File: src/rtl/fan_pwm_pkg.sv
// Shared types and helpers for the multi-channel fan PWM driver.
package fan_pwm_pkg;

    // Per-channel operating state.
    typedef enum logic [1:0] {
        CH_OFF  = 2'd0,
        CH_KICK = 2'd1,
        CH_RUN  = 2'd2
    } ch_state_t;

    // Extended duty arithmetic width: one bit of headroom over a 16-bit duty,
    // so channels up to WIDTH=16 can step without wrapping.
    localparam int DUTY_EXT_W = 17;
    typedef logic [DUTY_EXT_W-1:0] duty_ext_t;

    // Move duty toward target by at most step; a zero step jumps straight there.
    function automatic duty_ext_t ramp_next(input duty_ext_t duty,
                                            input duty_ext_t target,
                                            input duty_ext_t step);
        duty_ext_t result;
        if (step == {DUTY_EXT_W{1'b0}}) begin
            result = target;
        end else if (target > duty) begin
            if ((target - duty) > step) begin
                result = duty + step;
            end else begin
                result = target;
            end
        end else begin
            if ((duty - target) > step) begin
                result = duty - step;
            end else begin
                result = target;
            end
        end
        return result;
    endfunction

endpackage

File: src/rtl/fan_pwm_multi_channel.sv
// One fan channel: OFF/KICK/RUN state machine, ramped duty and registered PWM.
module fan_pwm_channel
    import fan_pwm_pkg::*;
#(
    parameter int WIDTH        = 8,
    parameter int RAMP_STEP    = 4,
    parameter int KICK_PERIODS = 2
) (
    input  logic             clk,
    input  logic             arst,
    input  logic             enable,
    input  logic [WIDTH-1:0] cnt,
    input  logic             boundary,
    input  logic [WIDTH-1:0] target,
    output logic             pwm,
    output logic             at_target
);

    localparam int KW = (KICK_PERIODS < 2) ? 1 : $clog2(KICK_PERIODS + 1);
    localparam logic [KW-1:0] KICK_LAST = KW'(KICK_PERIODS);

    ch_state_t        state;
    ch_state_t        state_nxt;
    logic [WIDTH-1:0] duty;
    logic [WIDTH-1:0] duty_nxt;
    logic [KW-1:0]    kick_cnt;
    logic [KW-1:0]    kick_nxt;
    logic [KW-1:0]    kick_inc;
    logic             pwm_nxt;
    logic             at_nxt;
    logic             target_zero;

    // Next state, duty and kick count; everything moves only at a period boundary.
    always_comb begin
        state_nxt   = state;
        duty_nxt    = duty;
        kick_nxt    = kick_cnt;
        kick_inc    = kick_cnt + KW'(1);
        target_zero = (target == {WIDTH{1'b0}});
        if (!enable) begin
            state_nxt = CH_OFF;
            duty_nxt  = {WIDTH{1'b0}};
            kick_nxt  = {KW{1'b0}};
        end else if (boundary) begin
            case (state)
                CH_OFF: begin
                    if (target_zero) begin
                        state_nxt = CH_OFF;
                    end else if (KICK_PERIODS == 0) begin
                        state_nxt = CH_RUN;
                        duty_nxt  = target;
                    end else begin
                        state_nxt = CH_KICK;
                        kick_nxt  = {KW{1'b0}};
                    end
                end
                CH_KICK: begin
                    if (target_zero) begin
                        state_nxt = CH_OFF;
                        duty_nxt  = {WIDTH{1'b0}};
                        kick_nxt  = {KW{1'b0}};
                    end else if (kick_inc == KICK_LAST) begin
                        state_nxt = CH_RUN;
                        duty_nxt  = target;
                        kick_nxt  = {KW{1'b0}};
                    end else begin
                        kick_nxt  = kick_inc;
                    end
                end
                CH_RUN: begin
                    if (target_zero && (duty == {WIDTH{1'b0}})) begin
                        state_nxt = CH_OFF;
                    end else begin
                        duty_nxt = WIDTH'(ramp_next(duty_ext_t'(duty),
                                                    duty_ext_t'(target),
                                                    duty_ext_t'(RAMP_STEP)));
                    end
                end
                default: begin
                    state_nxt = CH_OFF;
                    duty_nxt  = {WIDTH{1'b0}};
                    kick_nxt  = {KW{1'b0}};
                end
            endcase
        end else begin
            state_nxt = state;
        end
    end

    // PWM level and at-target flag from the current state, registered below.
    always_comb begin
        case (state)
            CH_KICK: pwm_nxt = 1'b1;
            CH_RUN:  pwm_nxt = (cnt < duty);
            default: pwm_nxt = 1'b0;
        endcase
        at_nxt = ((state == CH_RUN) && (duty == target)) ||
                 ((state == CH_OFF) && (target == {WIDTH{1'b0}}));
    end

    // State and output registers with synchronous reset.
    always_ff @(posedge clk) begin
        if (arst) begin
            state     <= CH_OFF;
            duty      <= {WIDTH{1'b0}};
            kick_cnt  <= {KW{1'b0}};
            pwm       <= 1'b0;
            at_target <= 1'b0;
        end else begin
            state     <= state_nxt;
            duty      <= duty_nxt;
            kick_cnt  <= kick_nxt;
            pwm       <= enable ? pwm_nxt : 1'b0;
            at_target <= at_nxt;
        end
    end

endmodule

File: src/rtl/fan_pwm_multi.sv
// Multi-channel fan PWM: shared prescaler/period counter feeding CHANNELS channels.
module fan_pwm_multi
    import fan_pwm_pkg::*;
#(
    parameter int CHANNELS     = 4,
    parameter int WIDTH        = 8,
    parameter int PRESCALE     = 1,
    parameter int RAMP_STEP    = 4,
    parameter int KICK_PERIODS = 2
) (
    input  logic                      clk,
    input  logic                      arst,
    input  logic                      enable,
    input  logic [CHANNELS*WIDTH-1:0] speed,
    output logic [CHANNELS-1:0]       pwm_data,
    output logic                      period_start,
    output logic [CHANNELS-1:0]       at_target
);

    localparam int PW = (PRESCALE < 2) ? 1 : $clog2(PRESCALE);
    localparam logic [PW-1:0]    PRE_LAST = PW'(PRESCALE - 1);
    // Last count value of a period: MAX-1 = 2^WIDTH-2.
    localparam logic [WIDTH-1:0] CNT_LAST = {{(WIDTH-1){1'b1}}, 1'b0};

    logic [PW-1:0]    prescaler;
    logic [WIDTH-1:0] cnt;
    logic             tick;
    logic             boundary;

    // Counter tick and period-wrap detection.
    always_comb begin
        tick     = (prescaler == PRE_LAST);
        boundary = enable && tick && (cnt == CNT_LAST);
    end

    // Prescaler, period counter and period_start pulse; held at zero while disabled.
    always_ff @(posedge clk) begin
        if (arst) begin
            prescaler    <= {PW{1'b0}};
            cnt          <= {WIDTH{1'b0}};
            period_start <= 1'b0;
        end else if (!enable) begin
            prescaler    <= {PW{1'b0}};
            cnt          <= {WIDTH{1'b0}};
            period_start <= 1'b0;
        end else begin
            period_start <= boundary;
            if (tick) begin
                prescaler <= {PW{1'b0}};
                cnt       <= (cnt == CNT_LAST) ? {WIDTH{1'b0}} : cnt + WIDTH'(1);
            end else begin
                prescaler <= prescaler + PW'(1);
            end
        end
    end

    for (genvar i = 0; i < CHANNELS; i++) begin : g_ch
        fan_pwm_channel #(
            .WIDTH        (WIDTH),
            .RAMP_STEP    (RAMP_STEP),
            .KICK_PERIODS (KICK_PERIODS)
        ) u_ch (
            .clk       (clk),
            .arst      (arst),
            .enable    (enable),
            .cnt       (cnt),
            .boundary  (boundary),
            .target    (speed[i*WIDTH +: WIDTH]),
            .pwm       (pwm_data[i]),
            .at_target (at_target[i])
        );
    end

endmodule

File: config.mk
export PLATFORM = sky130hd
export DESIGN_NAME = fan_pwm_multi
export DESIGN_NICKNAME = d
export VERILOG_FILES = /design/src/rtl/fan_pwm_pkg.sv /design/src/rtl/fan_pwm_multi_channel.sv /design/src/rtl/fan_pwm_multi.sv
export SDC_FILE = /design/constraint.sdc
export NUM_CORES = 1
export LEC_CHECK = 0
export ABC_CLOCK_PERIOD_IN_PS = 3800
export CAP_MARGIN = 20
export CORE_MARGIN = 5
export CORE_UTILIZATION = 40
export DETAILED_ROUTE_END_ITERATION = 12
export PLACE_DENSITY = 0.66
export SYNTH_ARGS = -nofsm -noshare
export SYNTH_HDL_FRONTEND = slang
export SYNTH_HIERARCHICAL = 1
export SYNTH_SLANG_ARGS = --single-unit
File: constraint.sdc
create_clock -name clk -period 3.8 [get_ports clk]
set_input_delay 0.38 -clock clk [delete_from_list [all_inputs] [get_ports clk]]
set_output_delay 0.38 -clock clk [all_outputs]
set_load 0.1 [all_outputs]
==> summary.txt <==
WL final: 25,100 um
Post-Route Setup TNS: 0 ps
Leak Pwr: 3.97 nW
CP Data Required Time: 4040 ps
CP Class: primary input to register
Hold Startpoint: g_ch[1].u_ch/kick_cnt[1]
drt pass-1 iters: 6
Synth top area share: 0.174
CP top delay family: compound AO/OA/AOI/OAI gates
Rows: 54
Seq/Total Area, Yosys: 0.150
status: completed
Storage cell area: 1320 um2
DP Wirelength: 19,400 um
share of layout cells above drive strength 1: 0.0956
worst path cell trace: clkdlybuf4s50_1 > inv_1 > ha_1 > nand4_1 > o221ai_1 > a311o_1 > o211ai_2 > a31oi_2 > o21ai_1 > o221ai_1 > o31ai_1 > a32o_1
Max Clk Rate: 295 MHz
Worst-Skew Late Latency: 350 ps
flops & latches, synth: 66
Final ANT Viol Nets: 0
die height: 158 um
slowest stage delay, CP: 550 ps
nets@finish: 1,359
Max VDD drop: 0.216 mV
TritonCTS buffer count: 9
switching power: 0.597 mW
DRC: 0
Comb pwr share: 0.218
num ports: 44
Avg Inst Size Synth: 7.68 um2
area delta synth->final: 13.6%
clk_skew: 9.92 ps
CTS Hold Buffers Added: 0
Util after Layout: 0.459
Initial Util: 0.404
period utilization: 0.892
count leader, synth: ha_1
EDFF count, synth: 0
RSZ-0062 raised after global routing: false
gr ovfl total: 0
Hold Slack: 466 ps
filler cell count: 2,190
Top FF cell, synth: dfxtp_1
Clock Tree Root: clkbuf_16
Min Clock Period, post-route: 3390 ps
placed cell count: 1,467
initial antenna violation count: 0
critical path's slowest cell: clkdlybuf4s50_1
fin cells: 1,483
reg2reg start: g_ch[2].u_ch/duty[2]
final hold vios: 0
Clock power frac: 0.434
port bufs: 43
pin count of the biggest net entering global routing: 16
Post-synth ARST share: 0
first-pass GRT wire length: 41,600 um
CTS tree: built
Worst Path Buf+Inv: 2
clock-pin slew on the worst setup and hold paths: 60 ps
CP max FO: 12
top cells by count, synth: ha_1, inv_1, nand2_1, a21oi_1, nor2_1
Ys Warns: 6
vias in the first global route: 8,299
Final Max Tran Viols: 0
Yosys cell types: 103
Max clock buf depth: 2
final setup vio count: 0
core area: 21,800 um2
Worst-Margin Slew: 1020 ps
Flop pwr share: 0.348
GPL Wtd Cong: 0.987
crit path from: speed[26]
internal power: 1.40 mW
Hold Path Class: register to register
Synth area leaders: ha_1, dfxtp_1, a21oi_1
H-Tree Depth: 3
post-cts sizing count: 0
multi-input logic area: 6850 um2
Max-Cap Viols: 0
Overall Global Routing Usage: 0.201
DRT iter0 DRCs: 891
Crit path arrival time: 3630 ps
Synth area leader: ha_1
drt wl/cell: 16.9 um
Net Sw Frac: 0.298
Post-Syn Instances: 1,144
number of diodes: 0
Rel. slew slack: 0.321
most used cell, CP: o221ai_1
Sink Count: 66
Synthesized Nets: 1,305
CP Capture Type: register
Via density: 5.96
vias after detailed routing: 8,832
die area: 25,000 um2
# Post-CTS Setup Buffers: 0
DIE WIDTH: 158 um
Startpoint Class: primary input
cell area after synthesis: 8780 um2
pwr/cell area: 200 nW/um2
[layout by cell type, fill, tap and decap left out, types with 13 or more instances in the layout]
master,instances
nand2b_1,25
buf_4,49
o21ai_0,42
o21a_1,15
nor3_1,22
dfxtp_1,66
a21oi_1,79
ha_1,122
nor2_1,75
nand2_1,92
a31oi_1,13
xnor2_1,27
xor2_1,18
nand3_1,61
inv_1,93
nand4_1,13
clkdlybuf4s50_1,43
nor2b_1,25
o211ai_1,17
a21o_1,30
[power by group through the flow]
stage / clock, mW / sequential, mW / combinational (mW)
floorplan: 0 / 0.710 / 0.275
global placement: 0 / 0.711 / 0.424
detailed placement: 0 / 0.711 / 0.426
CTS: 0.889 / 0.696 / 0.430
global route: 0.918 / 0.696 / 0.476
finish: 0.867 / 0.696 / 0.436
[cell families (layout without fill, tap and decap cells)]
group | Yosys count | after routing | share of synthesized area
compound gates | 352 | 352 | 0.291
buf+inv | 143 | 202 | 0.0697
simple gates | 400 | 400 | 0.248
mux | 11 | 11 | 0.0128
fa+ha+maj | 126 | 126 | 0.183
flops | 66 | 66 | 0.150
other cells | 1 | 1 | 0.000427
xor+xnor | 45 | 45 | 0.0449
[flip-flops by register name (all words and copies together), names as in the netlist]
register	flops
g_ch.u_ch/duty	32
g_ch.u_ch/at_target	4
g_ch.u_ch/kick_cnt	8
g_ch.u_ch/pwm	4
g_ch.u_ch/state	8
prescaler	1
period_start	1
cnt	8
[path summary, 6_finish.rpt]
path	cells after the start	end	slack [ps]
min reg2reg	1	g_ch[1].u_ch/kick_cnt[1]	470
min	1	g_ch[1].u_ch/kick_cnt[1]	470
max	12	g_ch[3].u_ch/duty[5]	410
max reg2reg	10	g_ch[2].u_ch/duty[5]	530
[layer usage]
| metal | track usage | wire length (um) | vias to the layer above |
|---|---|---|---|
| li1 | - | - | 4327 |
| met1 | 0.280 | 11600 | 4096 |
| met2 | 0.322 | 11300 | 351 |
| met3 | 0.0342 | 1660 | 58 |
| met4 | 0.0561 | 527 | 0 |
| met5 | 0 | 0 | - |
[metrics by stage]
step	setup WS (ps)	cell area [um2]	power (mW)
2_1_floorplan	901	8780	0.985
3_3_place_gp	201	9670	1.14
3_5_place_dp	139	9670	1.14
4_1_cts	462	9980	2.01
5_1_grt	203	9980	2.09
6_report	411	9980	2.00
[layout make-up]
cell class | count | area share
clock inverter | 6 | 0.00665
multi-input combinational | 935 | 0.687
timing repair buffer | 92 | 0.0800
clock buffer | 10 | 0.0239
sequential | 66 | 0.132
tap | 280 | 0.0351
inverter | 94 | 0.0354
No activity file was read; power rests on OpenSTA's default activity.
